<file path="src/rtl/fetch_pkg.sv">
// Shared types for the fetch queue stage: FSM state encoding, queue entry
// layout and the instruction value presented when the queue is empty.
package fetch_pkg;

   localparam int FETCH_ADDR_W  = 32;
   localparam int FETCH_INSTR_W = 16;

   localparam logic [FETCH_INSTR_W-1:0] FETCH_NOP = '0;

   typedef enum logic [0:0] {
      S_OP  = 1'b0,
      S_IMM = 1'b1
   } fetch_state_t;

   // Entry fields are sized by the package widths; the stage parameters
   // must not exceed them.
   typedef struct packed {
      logic [FETCH_INSTR_W-1:0] instr;
      logic [FETCH_INSTR_W-1:0] imm;
      logic                     has_imm;
      logic [FETCH_ADDR_W-1:0]  pc_plus_one;
   } fetch_entry_t;

endpackage

</file>
<file path="src/rtl/fetch_fifo.sv">
// Generic DEPTH-entry FIFO with synchronous flush, simultaneous push/pop
// (also when full) and a combinational head read.
module fetch_fifo #(
   parameter  int WIDTH = 8,
   parameter  int DEPTH = 4,
   localparam int PTR_W = $clog2(DEPTH),
   localparam int CNT_W = $clog2(DEPTH + 1)
) (
   input  logic             clk,
   input  logic             rst,
   input  logic             flush,
   input  logic             push,
   input  logic [WIDTH-1:0] din,
   input  logic             pop,
   output logic [WIDTH-1:0] dout,
   output logic [CNT_W-1:0] count,
   output logic             full,
   output logic             empty
);

   logic [WIDTH-1:0] mem_reg [DEPTH];
   logic [PTR_W-1:0] rd_ptr_reg;
   logic [PTR_W-1:0] wr_ptr_reg;
   logic [CNT_W-1:0] count_reg;
   logic             do_push;
   logic             do_pop;

   assign empty   = (count_reg == '0);
   assign full    = (count_reg == CNT_W'(DEPTH));
   assign do_pop  = pop & ~empty;
   // A full FIFO still accepts a push when the head leaves on the same edge.
   assign do_push = push & (~full | do_pop);

   assign dout  = mem_reg[rd_ptr_reg];
   assign count = count_reg;

   // Storage carries no reset so it can map onto distributed RAM.
   always_ff @(posedge clk) begin
      if (do_push && !flush) begin
         mem_reg[wr_ptr_reg] <= din;
      end
   end

   always_ff @(posedge clk or posedge rst) begin
      if (rst) begin
         rd_ptr_reg <= '0;
         wr_ptr_reg <= '0;
         count_reg  <= '0;
      end else if (flush) begin
         rd_ptr_reg <= '0;
         wr_ptr_reg <= '0;
         count_reg  <= '0;
      end else begin
         if (do_push) begin
            wr_ptr_reg <= wr_ptr_reg + PTR_W'(1);
         end
         if (do_pop) begin
            rd_ptr_reg <= rd_ptr_reg + PTR_W'(1);
         end
         if (do_push && !do_pop) begin
            count_reg <= count_reg + CNT_W'(1);
         end else if (do_pop && !do_push) begin
            count_reg <= count_reg - CNT_W'(1);
         end
      end
   end

endmodule

</file>
<file path="src/rtl/fetch_queue_stage.sv">
// Fetch stage with a prefetch queue: walks the PC, assembles opcode(+imm)
// entries from instruction memory and hands them to decode via valid/ready.
module fetch_queue_stage
   import fetch_pkg::*;
#(
   parameter  int                 ADDR_W       = FETCH_ADDR_W,
   parameter  int                 INSTR_W      = FETCH_INSTR_W,
   parameter  int                 DEPTH        = 4,
   parameter  logic [ADDR_W-1:0]  RESET_PC     = ADDR_W'(32),
   parameter  int                 IMM_FLAG_BIT = 15,
   parameter  logic [INSTR_W-1:0] NOP_INSTR    = INSTR_W'(FETCH_NOP),
   localparam int                 CNT_W        = $clog2(DEPTH + 1)
) (
   input  logic               clk,
   input  logic               reset,
   output logic [ADDR_W-1:0]  imem_addr,
   input  logic [INSTR_W-1:0] imem_data,
   input  logic               redirect,
   input  logic [ADDR_W-1:0]  redirect_pc,
   input  logic               out_ready,
   output logic               out_valid,
   output logic [INSTR_W-1:0] out_instr,
   output logic [INSTR_W-1:0] out_imm,
   output logic               out_has_imm,
   output logic [ADDR_W-1:0]  out_pc_plus_one,
   output logic [CNT_W-1:0]   count
);

   fetch_state_t       state_reg, state_next;
   logic [ADDR_W-1:0]  pc_reg, pc_next, pc_inc;
   logic [INSTR_W-1:0] op_reg, op_next;
   fetch_entry_t       push_entry, head_entry;
   logic               push, pop, can_push;
   logic               fifo_full, fifo_empty;

   assign pc_inc    = pc_reg + ADDR_W'(1);
   assign imem_addr = pc_reg;
   assign pop       = out_valid & out_ready;
   assign can_push  = ~fifo_full | pop;

   always_comb begin
      state_next = state_reg;
      pc_next    = pc_reg;
      op_next    = op_reg;
      push       = 1'b0;
      push_entry = '0;
      if (redirect) begin
         // Any half-assembled opcode is abandoned along with the queue.
         pc_next    = redirect_pc;
         state_next = S_OP;
      end else if (can_push) begin
         case (state_reg)
            S_OP: begin
               op_next = imem_data;
               pc_next = pc_inc;
               if (imem_data[IMM_FLAG_BIT]) begin
                  state_next = S_IMM;
               end else begin
                  push                   = 1'b1;
                  push_entry.instr       = FETCH_INSTR_W'(imem_data);
                  push_entry.pc_plus_one = FETCH_ADDR_W'(pc_inc);
               end
            end
            S_IMM: begin
               push                   = 1'b1;
               push_entry.instr       = FETCH_INSTR_W'(op_reg);
               push_entry.imm         = FETCH_INSTR_W'(imem_data);
               push_entry.has_imm     = 1'b1;
               push_entry.pc_plus_one = FETCH_ADDR_W'(pc_inc);
               pc_next                = pc_inc;
               state_next             = S_OP;
            end
            default: state_next = S_OP;
         endcase
      end
   end

   always_ff @(posedge clk or posedge reset) begin
      if (reset) begin
         pc_reg    <= RESET_PC;
         state_reg <= S_OP;
         op_reg    <= '0;
      end else begin
         pc_reg    <= pc_next;
         state_reg <= state_next;
         op_reg    <= op_next;
      end
   end

   fetch_fifo #(
      .WIDTH ($bits(fetch_entry_t)),
      .DEPTH (DEPTH)
   ) u_fifo (
      .clk   (clk),
      .rst   (reset),
      .flush (redirect),
      .push  (push),
      .din   (push_entry),
      .pop   (pop & ~redirect),
      .dout  (head_entry),
      .count (count),
      .full  (fifo_full),
      .empty (fifo_empty)
   );

   // Stale storage is masked so an empty queue always shows the idle values.
   assign out_valid       = ~fifo_empty;
   assign out_instr       = fifo_empty ? NOP_INSTR : INSTR_W'(head_entry.instr);
   assign out_imm         = fifo_empty ? '0 : INSTR_W'(head_entry.imm);
   assign out_has_imm     = ~fifo_empty & head_entry.has_imm;
   assign out_pc_plus_one = fifo_empty ? '0 : ADDR_W'(head_entry.pc_plus_one);

endmodule

</file>
<file path="config.mk">
export PLATFORM = sky130hd
export DESIGN_NAME = fetch_queue_stage
export DESIGN_NICKNAME = d
export VERILOG_FILES = /design/src/rtl/fetch_pkg.sv /design/src/rtl/fetch_fifo.sv /design/src/rtl/fetch_queue_stage.sv
export SDC_FILE = /design/constraint.sdc
export NUM_CORES = 1
export LEC_CHECK = 0
export ABC_AREA = 1
export BUFFER_PORTS_ARGS = -buffer_cell sky130_fd_sc_hd__buf_2
export CORE_ASPECT_RATIO = 0.8
export CORE_MARGIN = 5
export CORE_UTILIZATION = 53
export CTS_BUF_LIST = sky130_fd_sc_hd__clkbuf_8
export DETAILED_ROUTE_END_ITERATION = 10
export PLACE_DENSITY = 0.73
export RECOVER_POWER = 100
export SETUP_SLACK_MARGIN = 0.05
export SYNTH_ARGS = -nofsm -noshare
export SYNTH_HDL_FRONTEND = slang
export SYNTH_HIERARCHICAL = 1
export SYNTH_SLANG_ARGS = --single-unit
</file>
<file path="constraint.sdc">
create_clock -name clk -period 9.4 [get_ports clk]
set_clock_uncertainty 0.2 [all_clocks]
set_input_delay 1.41 -clock clk [delete_from_list [all_inputs] [get_ports clk]]
set_output_delay 1.41 -clock clk [all_outputs]
set_load 0.01 [all_outputs]
</file>
# ---- After elaboration in Yosys (flattened, before gate mapping)
# Memories as Yosys holds them, arrays and structs flattened.
# Cells that the tools add are included.
dict set report totals {
  latchBits 0
  mem_bits_rw 260
  regBits 56
  out_inout_bits 101
  memories 1
  romBits 0
  input_bits 52
}
dict set report classes {
  muxes 29
  div_mod_pow 0
  addsub 5
  n_reduce_logical 12
  shifts 0
  n_lt_le_gt_ge 0
  bitwise_logic 11
  eq_ne 1
  mul 0
}
# name depth word_bits rd rd_ports_with_merged_regs write_ports line_no
set memory_table {}
lappend memory_table {u_fifo.mem_reg 4 65 1 0 1 fetch_fifo.sv:21} ;# logic [WIDTH-1:0] mem_reg [DEPTH];
# operator count
set op_table {}
lappend op_table {{$mux W65} 2}
lappend op_table {{$mux W32} 4}
lappend op_table {{$pmux W32 S2} 1}
lappend op_table {{$add A32 B1 Y32 const B} 1}
lappend op_table {{$mux W16} 2}
lappend op_table {{$pmux W16 S2} 1}
lappend op_table {{$mux W17} 1}
lappend op_table {{$mux W15} 1}
lappend op_table {{$mux W3} 3}
lappend op_table {{$mux W1} 8}
lappend op_table {{$mux W2} 4}
lappend op_table {{$reduce_bool A2 Y1} 3}
lappend op_table {{$and A1 B1 Y1} 5}
lappend op_table {{$add A2 B1 Y2 const B} 2}
lappend op_table {{$not A1 Y1} 4}
lappend op_table {{$pmux W1 S2} 2}
lappend op_table {{$add A3 B1 Y3 const B} 1}
lappend op_table {{$eq A3 B3 Y1 const B} 1}
lappend op_table {{$logic_and A1 B1 Y1} 3}
lappend op_table {{$logic_not A1 Y1} 3}
lappend op_table {{$logic_not A3 Y1} 1}
lappend op_table {{$reduce_and A3 Y1} 1}
lappend op_table {{$reduce_bool A3 Y1} 1}
lappend op_table {{$sub A3 B1 Y3 const B} 1}
lappend op_table {{$or A1 B1 Y1} 2}

# ---- Depth between registers and ports, before layout
dict set report depth {
  depth_word 12
  mapped_depth 22
  depth_no_buf 21
}

# ---- Cells and area by module
# Netlist, hierarchy kept.
# mod seq_area_each_um2 instances area_per_inst_um2 cells_each
set by_module_without_submodules {}
lappend by_module_without_submodules {fetch_fifo 7982.7 1 10704.0 699}
lappend by_module_without_submodules {fetch_queue_stage 1227.4 1 4026.4 687}

# ---- Worst setup path after synthesis
# No wires, ideal clock.
dict set report synth_timing {
  kind {input port to flip-flop}
  from {in imem_data[15]}
  to {mem u_fifo/mem_reg[0][0] in the netlist's numbering, enable pin}
  t_arrival_ns 5.126
  setup_ns 0.488
  n_path_buf 2
  path_slack_ns 3.586
  path_stages 9
  path_cell_list {buf_4 > inv_1 > nor2_2 > nor2_1 > nand2_1 > buf_2 > inv_1 > nand3_2 > nor2_1}
}
dict set report synth_between {
  elab_chain_len 8
}
# element line_no
set synth_rtl {}
lappend synth_rtl {{from (decl)} fetch_queue_stage.sv:17} ;# input logic [INSTR_W-1:0] imem_data,
lappend synth_rtl {{$mux W1} fetch_queue_stage.sv:56} ;# if (imem_data[IMM_FLAG_BIT]) begin
lappend synth_rtl {{$pmux W1 S2} fetch_queue_stage.sv:52} ;# case (state_reg)
lappend synth_rtl {{$mux W1} fetch_queue_stage.sv:51} ;# end else if (can_push) begin
lappend synth_rtl {{$mux W1} fetch_queue_stage.sv:47} ;# if (redirect) begin
lappend synth_rtl {{named net push} fetch_queue_stage.sv:33} ;# logic push, pop, can_push;
lappend synth_rtl {{$and A1 B1 Y1} fetch_fifo.sv:32} ;# assign do_push = push & (~full | do_pop);
lappend synth_rtl {{$logic_and A1 B1 Y1} fetch_fifo.sv:39} ;# if (do_push && !flush) begin
lappend synth_rtl {{$mux W1} fetch_fifo.sv:39}
lappend synth_rtl {{$mux W1 (implied by the code)} fetch_fifo.sv:40} ;# mem_reg[wr_ptr_reg] <= din;
lappend synth_rtl {{to (decl)} fetch_fifo.sv:21}
# The timed path passes the listed nets, and every way through them passes these cells.

# ---- Worst setup path in the final report
dict set report layout_timing {
  from {in redirect}
  to {mem u_fifo/mem_reg[0][63] in the netlist's numbering, enable pin}
}
# element line_no
set layout_rtl {}
lappend layout_rtl {{from (decl)} fetch_queue_stage.sv:18} ;# input logic redirect,
lappend layout_rtl {{$mux W1} fetch_queue_stage.sv:47}
lappend layout_rtl {{named net push} fetch_queue_stage.sv:33}
lappend layout_rtl {{$and A1 B1 Y1} fetch_fifo.sv:32}
lappend layout_rtl {{$logic_and A1 B1 Y1} fetch_fifo.sv:39}
lappend layout_rtl {{$mux W1} fetch_fifo.sv:39}
lappend layout_rtl {{$mux W1 (implied by the code)} fetch_fifo.sv:40}
# The timed path passes the listed nets, and every way through them passes these cells.

==> impl_metrics.ini <==
[routing]
vias_per_cell = 5.36
antenna_left = 0
drt_iter0_drc = 879
drt_wl_total_um = 35500
wl_per_cell_um = 18.3
vias = 10400
drt_pre_antenna_iters = 6
drc = 0

[power_and_ir_drop]
finalPower_mw = 3.95
ir_worst_vdd_v = 0.000419
p_leak_nw = 6.53
power.density_nw_per_um2 = 240

[logic_synthesis]
yosys.area_share.adder = 0.00561
synth_area_um2 = 14700
synth-simple-area-share = 0.175
post_synth_mux_area_share = 0
ys_seq_area_frac = 0.625
synth_cell_type_count = 41
syn_nets = 1444
ys_seq_elements = 316
synth_xor_area_frac = 0.00883
synth_top_family_by_area = simple AND/OR/NAND/NOR gates
yosysWarnings = 6
synth_compound_area_frac = 0.115
syn_inst = 1386
synth.avg_cell_area_um2 = 10.6

[sta]
worst_pin_slew_ns = 3.15
fmax_mhz = 153
slew_violations = 149
hold_viol = 0
setup_viol = 0
min_period_over_period = 0.693
rsz0062_at_grt = no
whs_ns = 0.289
setup_tns_ns = 0
period_minus_slack_ns = 6.52
relSlewSlack = -1.10

[global_routing]
grt_pass1_vias = 10100
antenna_found_initial = 1
grt_max_degree = 97
track_usage = 0.223
grt.overflow.total = 0
grt_pass1_wl_um = 56400

[placement]
port_buffers = 152
place.gp.congestion = 0.901
dp_hpwl_um = 22800

[floorplanning]
die_h_um = 159
start_util = 0.538
die_w_um = 196
fp-row-count = 54
core_um2 = 27400
dieArea_um2 = 31200
io-pin-count = 153

[critical_path]
cp_max_fo = 39
startpoint = redirect
startpoint_type = primary input
cp_data_arrival_time_ns = 6.51
rr_worst_depth = 13
path_cells = clkbuf_1 > inv_1 > nand2_1 > inv_1 > nand3_1 > nor2_1 > buf_4
reg2reg_slack_ns = 3.85
crit_path_end = u_fifo/mem_reg[0][63]
cpMaxStageDelayCell = nor2_1
cp_common_cell = inv_1
end_kind = flip-flop
required_ns = 9.39
critPathKind = primary input to flip-flop
critPathMaxStageDelay_ns = 2.01
regToRegStartpoint = u_fifo/count[2]
r2r_end = u_fifo/mem_reg[0][60]

[clocking]
cts_buffers = 49
clock_path_buffers = 3
htree_levels = 2
cts.clk_slew.worst_paths_ns = 0.06
cts.sinks = 316
ctsResizeCount = 0
clk_latency_ns = 0.59
ctsHoldBuffers = 0
cts_tree = done
post_cts_buffers = 0
clock-root-buffer = clkbuf_8

[layout]
post-route-util = 0.601
area_growth_pct = 11.7
largest_reg_flops = 260
layout.nets = 1590
n_antenna_cell = 0
layout-drive-gt1-share = 0.153

[outcome]
outcome = complete, but fails checks
violations = capacitance limit, slew limit

[flow_run]
drv_cap = 4

[worst_hold_path]
hold_class = flip-flop to flip-flop
[kinds of logic (layout without fill, tap and decap cells)]
logic type	count (synthesis)	after routing
buffers and inverters	233	420
adder cells (fa/ha/maj)	6	6
XOR/XNOR	14	14
flip-flops	316	316
AND/OR/NAND/NOR	557	557
AO/OA/AOI/OAI	260	260
[worst max-delay path, delay by kind of cell]
| kind | cells | cell delay, ns |
|---|---|---|
| buf+inv | 4 | 2.21 |
| simple gates | 3 | 2.84 |
[Yosys cell counts]
| master | number | area share |
|---|---|---|
| a21oi_1 | 7 | 0.0024 |
| a21oi_2 | 1 | 0.00059 |
| a22oi_1 | 1 | 0.00051 |
| buf_1 | 1 | 0.00025 |
| buf_12 | 5 | 0.0068 |
| buf_2 | 24 | 0.0082 |
| buf_4 | 1 | 0.00051 |
| buf_6 | 6 | 0.0046 |
| clkbuf_1 | 30 | 0.0076 |
| dfrtp_1 | 55 | 0.093 |
| dfstp_2 | 1 | 0.0018 |
| edfxtp_1 | 260 | 0.53 |
| fa_1 | 1 | 0.0014 |
| ha_1 | 5 | 0.0042 |
| inv_1 | 158 | 0.040 |
| inv_2 | 7 | 0.0018 |
| inv_6 | 1 | 0.00059 |
| nand2_1 | 198 | 0.050 |
| nand2_2 | 9 | 0.0038 |
| nand2_4 | 3 | 0.0023 |
| nand3_1 | 42 | 0.014 |
| nand3_2 | 1 | 0.00068 |
| nand3_4 | 1 | 0.0012 |
| nand3b_1 | 2 | 0.0010 |
| nand4_1 | 3 | 0.0013 |
| nor2_1 | 246 | 0.063 |
| nor2_2 | 5 | 0.0021 |
| nor2_4 | 45 | 0.034 |
| nor3_1 | 2 | 0.00068 |
| o211ai_1 | 7 | 0.0036 |
| o21ai_0 | 129 | 0.044 |
| o21ai_1 | 22 | 0.0075 |
| o21ai_2 | 5 | 0.0030 |
| o21bai_1 | 7 | 0.0036 |
| o221ai_1 | 1 | 0.00059 |
| o22ai_1 | 43 | 0.018 |
| o22ai_2 | 36 | 0.031 |
| o31ai_1 | 1 | 0.00051 |
| xnor2_1 | 1 | 0.00059 |
| xor2_1 | 12 | 0.0071 |
| xor2_2 | 1 | 0.0011 |
[power by group]
group	internal [mW]	total, mW	leakage, nW	switching [mW]
sequential	1.67	1.77	3.09	0.0996
combinational	0.291	1.01	2.85	0.724
clock	0.633	1.16	0.591	0.527
total	2.60	3.95	6.53	1.35
[how the worst min path moves through the flow]
stage | startpoint | end | slack (ns) | cells after the start
2_1_floorplan | op_reg[0] | op_reg[0] | 0.25 | 2
3_3_place_gp | op_reg[0] | op_reg[0] | 0.27 | 2
3_5_place_dp | op_reg[0] | op_reg[0] | 0.28 | 2
4_1_cts | op_reg[0] | op_reg[0] | 0.29 | 2
5_1_grt | op_reg[0] | op_reg[0] | 0.32 | 2
6_report | op_reg[0] | op_reg[0] | 0.29 | 2
[layout make-up]
| type | count | area, um^2 |
|---|---|---|
| Sequential cell | 316 | 9210 |
| Multi-Input combinational cell | 837 | 4420 |
| Clock inverter | 36 | 246 |
| Inverter | 166 | 628 |
| Tap cell | 364 | 455 |
| Fill cell | 2358 | 10900 |
| Clock buffer | 56 | 771 |
| Timing Repair Buffer | 162 | 718 |
[layer usage]
metal	GRT usage	wire length, um	share of wire
met1	0.332	15900	0.45
met2	0.341	16300	0.46
met3	0.0404	2590	0.073
met4	0.0622	745	0.021
met5	0	0	0
[metrics by stage]
stage          setup slack [ns]  instance area [um^2]  cells
2_1_floorplan              3.59                 14700   1386
3_3_place_gp               4.19                 15600   1845
3_5_place_dp               4.13                 15600   1845
4_1_cts                    4.27                 16700   1937
5_1_grt                    2.51                 16500   1937
6_report                   2.88                 16500   1937
[layout by cell type, fill, tap and decap left out, types with 2 or more instances in the layout]
cell type / n
nand4_1: 3
ha_1: 5
o22ai_1: 44
nor2_2: 2
nand3_1: 44
buf_2: 61
clkinv_2: 6
xor2_1: 12
buf_4: 9
clkinv_1: 7
clkbuf_1: 92
o21ai_0: 135
nor2_1: 250
o21bai_1: 7
edfxtp_1: 260
inv_1: 177
nand2_4: 2
a21oi_1: 8
o22ai_2: 35
clkbuf_8: 56
nor2_4: 44
inv_2: 5
bufinv_16: 3
o211ai_1: 7
nand2_1: 202
nor3_1: 2
nand3b_1: 2
o21ai_1: 16
dfrtp_1: 54
nand2_2: 6
inv_6: 2
o21ai_2: 5
Power figures use the tool's default switching activity.
